## config.mk

```make
export PLATFORM = sky130hd
export DESIGN_NAME = rng_lfsr_range
export DESIGN_NICKNAME = d
export VERILOG_FILES = /design/src/rtl/rng_lfsr_range.sv
export SDC_FILE = /design/constraint.sdc
export NUM_CORES = 1
export LEC_CHECK = 0
export CAP_MARGIN = 10
export CELL_PAD_IN_SITES_DETAIL_PLACEMENT = 0
export CELL_PAD_IN_SITES_GLOBAL_PLACEMENT = 1
export CORE_UTILIZATION = 35
export CTS_CLUSTER_SIZE = 20
export DETAILED_ROUTE_END_ITERATION = 8
export GPL_TIMING_DRIVEN = 1
export PLACE_DENSITY = 0.86
export SLEW_MARGIN = 20
export SYNTH_ARGS = -nofsm -noshare
export SYNTH_HDL_FRONTEND = slang
export SYNTH_SLANG_ARGS = --single-unit
```

## constraint.sdc

```tcl
create_clock -name clk -period 2.3 [get_ports clk]
set_input_delay 0.69 -clock clk [delete_from_list [all_inputs] [get_ports clk]]
set_output_delay 0.69 -clock clk [all_outputs]
set_load 0.02 [all_outputs]
```

## src/rtl/rng_lfsr_range.sv

```systemverilog
// rng_lfsr_range: free-running Fibonacci LFSR with seed load and a
// request/valid handshake that returns uniformly distributed values in
// 0..RANGE-1 using rejection sampling with a bounded fallback.
//
// Ports:
//   clk          system clock
//   rst          asynchronous reset, active-low
//   i_en         step the LFSR while IDLE
//   i_seed_load  load i_seed (zero substitutes SEED) at this edge
//   i_seed       seed value
//   i_req        draw request, sampled only in IDLE
//   o_valid      one-cycle strobe, o_rand has just been updated
//   o_rand       last drawn value, held until the next draw
//   o_lfsr       current LFSR state
//   o_bit        o_lfsr[WIDTH-1], legacy serial stream
//   o_busy       high while a draw is in progress
module rng_lfsr_range #(
    parameter int unsigned WIDTH     = 16,
    parameter int unsigned SEED      = 1,
    parameter int unsigned OUT_W     = 2,
    parameter int unsigned RANGE     = 4,
    parameter int unsigned MAX_TRIES = 8,
    parameter int unsigned NO_REPEAT = 0
) (
    input  logic             clk,
    input  logic             rst,
    input  logic             i_en,
    input  logic             i_seed_load,
    input  logic [WIDTH-1:0] i_seed,
    input  logic             i_req,
    output logic             o_valid,
    output logic [OUT_W-1:0] o_rand,
    output logic [WIDTH-1:0] o_lfsr,
    output logic             o_bit,
    output logic             o_busy
);

    // One extra bit so RANGE == 2^OUT_W compares correctly.
    localparam int unsigned CW = OUT_W + 1;
    localparam int unsigned TW = 4;

    typedef enum logic {
        IDLE = 1'b0,
        DRAW = 1'b1
    } state_t;

    state_t           state_q, state_d;
    logic [WIDTH-1:0] lfsr_q, lfsr_d;
    logic [OUT_W-1:0] rand_q, rand_d;
    logic [OUT_W-1:0] last_q, last_d;
    logic [TW-1:0]    tries_q, tries_d;
    logic             valid_q, valid_d;

    logic             feedback;
    logic [WIDTH-1:0] lfsr_step;
    logic [WIDTH-1:0] seed_val;
    logic [OUT_W-1:0] cand;
    logic [CW-1:0]    cand_ext;
    logic             in_range;
    logic             repeat_hit;
    logic [OUT_W-1:0] fold;
    logic [OUT_W-1:0] fallback;
    logic [TW-1:0]    tries_inc;

    // Parameter legality, rejected at elaboration.
    if (SEED == 0) begin : g_bad_seed
        $error("rng_lfsr_range: SEED must be nonzero");
    end
    if (!((RANGE > (1 << (OUT_W - 1))) && (RANGE <= (1 << OUT_W)))) begin : g_bad_range
        $error("rng_lfsr_range: RANGE must satisfy 2^(OUT_W-1) < RANGE <= 2^OUT_W");
    end
    if ((MAX_TRIES < 1) || (MAX_TRIES > 15)) begin : g_bad_tries
        $error("rng_lfsr_range: MAX_TRIES must be 1..15");
    end
    if (OUT_W > WIDTH) begin : g_bad_outw
        $error("rng_lfsr_range: OUT_W must not exceed WIDTH");
    end

    // Maximal-length tap sets per width.
    if (WIDTH == 8) begin : g_tap8
        assign feedback = lfsr_q[7] ^ lfsr_q[5] ^ lfsr_q[4] ^ lfsr_q[3];
    end else if (WIDTH == 16) begin : g_tap16
        assign feedback = lfsr_q[15] ^ lfsr_q[14] ^ lfsr_q[12] ^ lfsr_q[3];
    end else if (WIDTH == 24) begin : g_tap24
        assign feedback = lfsr_q[23] ^ lfsr_q[22] ^ lfsr_q[21] ^ lfsr_q[16];
    end else if (WIDTH == 32) begin : g_tap32
        assign feedback = lfsr_q[31] ^ lfsr_q[21] ^ lfsr_q[1] ^ lfsr_q[0];
    end else begin : g_tap_bad
        assign feedback = 1'b0;
        $error("rng_lfsr_range: WIDTH must be 8, 16, 24 or 32");
    end

    assign lfsr_step = {lfsr_q[WIDTH-2:0], feedback};
    assign seed_val  = (i_seed == '0) ? WIDTH'(SEED) : i_seed;

    // Candidate evaluation and fallback value for the current DRAW edge.
    always_comb begin
        cand       = lfsr_q[OUT_W-1:0];
        cand_ext   = CW'(cand);
        in_range   = cand_ext < CW'(RANGE);
        repeat_hit = (NO_REPEAT != 0) && (cand == last_q);
        fold       = in_range ? cand : OUT_W'(cand_ext - CW'(RANGE));
        fallback   = fold;
        if ((NO_REPEAT != 0) && (fold == last_q)) begin
            fallback = ((CW'(last_q) + CW'(1)) == CW'(RANGE)) ? '0 : OUT_W'(last_q + OUT_W'(1));
        end
        tries_inc  = tries_q + TW'(1);
    end

    // Next-state and register updates.
    always_comb begin
        state_d = state_q;
        lfsr_d  = lfsr_q;
        rand_d  = rand_q;
        last_d  = last_q;
        tries_d = tries_q;
        valid_d = 1'b0;

        case (state_q)
            IDLE: begin
                if (i_en) begin
                    lfsr_d = lfsr_step;
                end
                if (i_req) begin
                    state_d = DRAW;
                    tries_d = '0;
                end
            end
            DRAW: begin
                lfsr_d = lfsr_step;
                if (in_range && !repeat_hit) begin
                    rand_d  = cand;
                    last_d  = cand;
                    valid_d = 1'b1;
                    state_d = IDLE;
                end else if (tries_inc == TW'(MAX_TRIES)) begin
                    rand_d  = fallback;
                    last_d  = fallback;
                    valid_d = 1'b1;
                    state_d = IDLE;
                end else begin
                    tries_d = tries_inc;
                end
            end
            default: state_d = IDLE;
        endcase

        // Seed load overrides any step, in either state.
        if (i_seed_load) begin
            lfsr_d = seed_val;
        end
    end

    // State register.
    always_ff @(posedge clk or negedge rst) begin
        if (!rst) begin
            state_q <= IDLE;
        end else begin
            state_q <= state_d;
        end
    end

    // Datapath registers.
    always_ff @(posedge clk or negedge rst) begin
        if (!rst) begin
            lfsr_q  <= WIDTH'(SEED);
            rand_q  <= '0;
            last_q  <= '0;
            tries_q <= '0;
            valid_q <= 1'b0;
        end else begin
            lfsr_q  <= lfsr_d;
            rand_q  <= rand_d;
            last_q  <= last_d;
            tries_q <= tries_d;
            valid_q <= valid_d;
        end
    end

    assign o_valid = valid_q;
    assign o_rand  = rand_q;
    assign o_lfsr  = lfsr_q;
    assign o_bit   = lfsr_q[WIDTH-1];
    assign o_busy  = (state_q == DRAW);

endmodule

```

==> Word level (Yosys, flattened, before mapping) <==
Index checks and enable logic that the tools add are counted.
{ "totals": {"reg_bits": 20, "out_inout_bits": 21} }
{ "op_classes": {"n_mux": 7, "reduce_logical": 1, "n_eq_ne": 1, "bitwise_logic": 4} }
{ "op_table": {"columns": ["cell", "n"], "rows": [
  ["$mux W16", 3],
  ["$pmux W16 S2", 1],
  ["$logic_not A16 Y1", 1],
  ["$ne A3 B3 Y1 const B", 1],
  ["$xor A1 B1 Y1", 3],
  ["$mux W1", 2],
  ["$pmux W1 S2", 1],
  ["$not A1 Y1", 1]
]} }

==> Logic depth before layout (Yosys ltp) <==
{ "logic_depth": {"word_depth": 6, "mapped_depth": 6, "mapped_depth_nobuf": 3} }

==> Least setup slack after synthesis <==
Ideal clock, no wire load.
{ "synth_timing": {"kind": "input to register", "start": "in i_seed_load", "end": "reg lfsr_q[3], in the netlist o_lfsr[3]", "path_stages": 6, "t_arrival_ps": 1578, "setup_slack_ps": 600, "required_time_ps": 2178, "cell_sequence": "buf_6 > or3_4 > buf_6 > buf_6 > nor2_2 > a21oi_2"} }
{ "synth_between": {"elab_chain_len": 1} }
{ "synth_rtl": {"columns": ["item", "line_no", "source"], "rows": [
  ["start, declared", "28", "input logic i_seed_load,"],
  ["$ne A3 B3 Y1 (no source line) or $mux W16 (tied branches)", null, null],
  ["end signal, assigned", "166", "lfsr_q <= WIDTH'(SEED);"],
  ["end signal, assigned", "172", "lfsr_q <= lfsr_d;"],
  ["end, declared", "48", "logic [WIDTH-1:0] lfsr_q, lfsr_d;"]
]} }
Several ways; a longest one is shown, not always the timed one.
A chain may end at the register's enable or synchronous reset.

==> Worst setup path in the final report <==
{ "layout_timing": {"start": "reg lfsr_q[0], in the netlist o_lfsr[0]", "end": "out o_lfsr[0]"} }
{ "layout_rtl": {"columns": ["item", "line_no", "source"], "rows": [
  ["end, declared", "33", "output logic [WIDTH-1:0] o_lfsr,"]
]} }
No word-level cell between the ends.

==> flow_metrics.env <==
export IMPL_nets=152
export IMPL_hpwlAfterDp_um=1865
export IMPL_rows=19
export IMPL_regToRegStartpoint="o_busy"
export IMPL_grt_pass1_vias=872
export IMPL_tns_ps=0
export IMPL_gp_congestion=0.7459
export IMPL_ctsResizeCount=0
export IMPL_hold_path_class="flip-flop to flip-flop"
export IMPL_crit_arrival_ps=1490
export IMPL_synthesis_nets=109
export IMPL_hold_end="o_rand[0]"
export IMPL_clk_path_buf_depth=2
export IMPL_fill_cells=275
export IMPL_numClockSinks=20
export IMPL_route_detailed_drc=3
export IMPL_maxSlewHeadroom_pct=75.85
export IMPL_vias_per_cell=4.888
export IMPL_grtUsageTotal_pct=16.36
export IMPL_holdPathStages=1
export IMPL_p_per_area_nw_per_um2=682.7
export IMPL_grt_max_degree=21
export IMPL_grt_remaining_overflow=0
export IMPL_wire_per_inst_um=14.91
export IMPL_p_leak_nw=0.6089
export IMPL_cts_tree="yes"
export IMPL_synth_cell_types=19
export IMPL_drtAntennaViolNets=0
export IMPL_critical_path_slowest_cell="clkdlybuf4s50_1"
export IMPL_diodes=0
export IMPL_crit_family="buffers and inverters"
export IMPL_reg2reg_slack_ps=890
export IMPL_die_height_um=57.55
export IMPL_cpPeakStageDelay_ps=610
export IMPL_post_cts_setup_buffer_count=0
export IMPL_max_freq_ghz=0.4595
export IMPL_drtIter0Drc=25
export IMPL_antenna_found_initial=0
export IMPL_finalHoldViolCount=0
export IMPL_syn_to_final_growth_pct=41.60
export IMPL_layout_commonest_cell="clkdlybuf4s50_1"
export IMPL_worstSetupPathType="flip-flop to output pin"
export IMPL_setup_viol=0
export IMPL_layout_common_cells="clkdlybuf4s50_1, dfrtp_1, mux2i_1, a21oi_2, nor2_2"
export IMPL_irDropWorstVdd_v=0.0003700
export IMPL_end_kind="output pin"
export IMPL_die_w_um=57.55
export IMPL_mappedNetlistArea_um2=1080
export IMPL_register_area_um2=501.7
export IMPL_multiInputGateArea_um2=505.5
export IMPL_postSynthCellCount=88
export IMPL_required_ps=1610
export IMPL_startpoint_type="flip-flop"
export IMPL_grt_pass1_wl_um=4084
export IMPL_worstHoldStart="o_rand[0]"
export IMPL_reg2regPathDepth=4
export IMPL_utilization_pct=54.05
export IMPL_ctsHoldBuffers=0
export IMPL_io_pins=42
export IMPL_fin_crit_sh_pct=94.62
export IMPL_ys_ff_latch=20
export IMPL_floorplan_die_area_um2=3311
export IMPL_cp_cell_sequence="clkdlybuf4s50_1"
export IMPL_status="finished, violations left"
export IMPL_crit_start="o_lfsr[0]"
export IMPL_clk_pin_slew_ps=110
export IMPL_skew_ps=0.3442
export IMPL_htreeDepth=1
export IMPL_finalWirelength_um=2400
export IMPL_seq_area_frac_synth_pct=46.47
export IMPL_grt_setup_unrepaired="no"
export IMPL_path_max_fanout=4
export IMPL_io_buffers=41
export IMPL_tightestPinTransition_ps=358.9
export IMPL_coreArea_um2=2829
export IMPL_numCtsBuffers=3
export IMPL_failed_checks="DRC"
export IMPL_syn_mean_instance_area_um2=12.27
export IMPL_initial_core_util_pct=38.17
export IMPL_drive_above_1_share_pct=32.31
export IMPL_cts_root_buf="clkbuf_4"
export IMPL_vias=787
export IMPL_path_buf_inv=1
export IMPL_slew_violations=0
export IMPL_clkLatencyLatePin_ps=290
export IMPL_r2r_end="o_lfsr[13]"
export IMPL_firstDrtPassIters=6
export IMPL_ys_warnings_count=0
export IMPL_min_period_ps=2176
export IMPL_maxCapViolCount=0
[power by group]
group | leakage, nW | switching, mW | internal (mW)
clock network | 0.0150 | 0.102 | 0.0674
registers | 0.228 | 0.0598 | 0.413
logic | 0.366 | 0.187 | 0.214
total | 0.609 | 0.349 | 0.695
[layer usage]
layer | track usage [%] | up-vias | routed length [µm]
li1 | - | 392 | -
met1 | 20.55 | 371 | 1080
met2 | 28.90 | 24 | 1189
met3 | 2.948 | 0 | 130
met4 | 4.181 | 0 | 0
met5 | 0 | - | 0
[how the worst max path moves through the flow]
stage | depth (start not counted) | slack, ps | to
after floorplan | 6 | 600 | o_lfsr[3]
after global placement | 5 | 190 | o_lfsr[10]
after detailed placement | 5 | 160 | o_lfsr[13]
after CTS | 1 | 110 | o_lfsr[0]
after global routing | 1 | 70 | o_lfsr[0]
final | 1 | 120 | o_lfsr[0]
[synthesized netlist by cell type (all sizes together)]
cell type | number | share of area [%]
or3 | 1 | 1.0
nor2b | 1 | 0.58
nor4 | 4 | 2.3
nor2 | 16 | 9.5
mux2i | 15 | 14
mux2 | 2 | 2.1
dfrtp | 19 | 44
a21oi | 15 | 12
inv | 1 | 0.35
a311oi | 1 | 1.4
xnor2 | 3 | 2.4
buf | 7 | 6.4
dfstp | 1 | 2.4
a41oi | 1 | 0.81
nand2b | 1 | 0.58
[area by class of cell]
cell class / count / area share, %
clock buffer: 4 / 1.718
inverter: 1 / 0.2455
multi-input combinational: 60 / 33.06
sequential: 20 / 32.81
tap: 31 / 2.537
timing repair buffer: 45 / 29.62
[registers in the layout, summed over array words and instances, names as in the netlist]
register and flops:
o_rand 2, o_busy 1, o_valid 1, o_lfsr 16
[cell families (layout without fill, tap and decap cells)]
group / count (synthesis) / in the layout / synth area share (%)
simple gates: 23 / 23 / 14.02
mux: 17 / 17 / 15.99
flops: 20 / 20 / 46.47
buf+inv: 8 / 50 / 6.720
xor+xnor: 3 / 3 / 2.434
compound gates: 17 / 17 / 14.37
[metrics by stage]
stage / instance area (µm²) / setup slack (ps) / instances / hold WS, ps / total power, mW
floorplan: 1080 / 599.8 / 88 / 394.4 / 0.6920
global placement: 1503 / 192.0 / 157 / 492.7 / 0.8806
finish: 1529 / 123.7 / 161 / 526.4 / 1.044
CTS: 1529 / 109.4 / 161 / 533.7 / 1.064
global route: 1529 / 74.03 / 161 / 565.5 / 1.105
detailed placement: 1503 / 163.7 / 157 / 504.2 / 0.8848
Power figures use the tool's default switching activity.
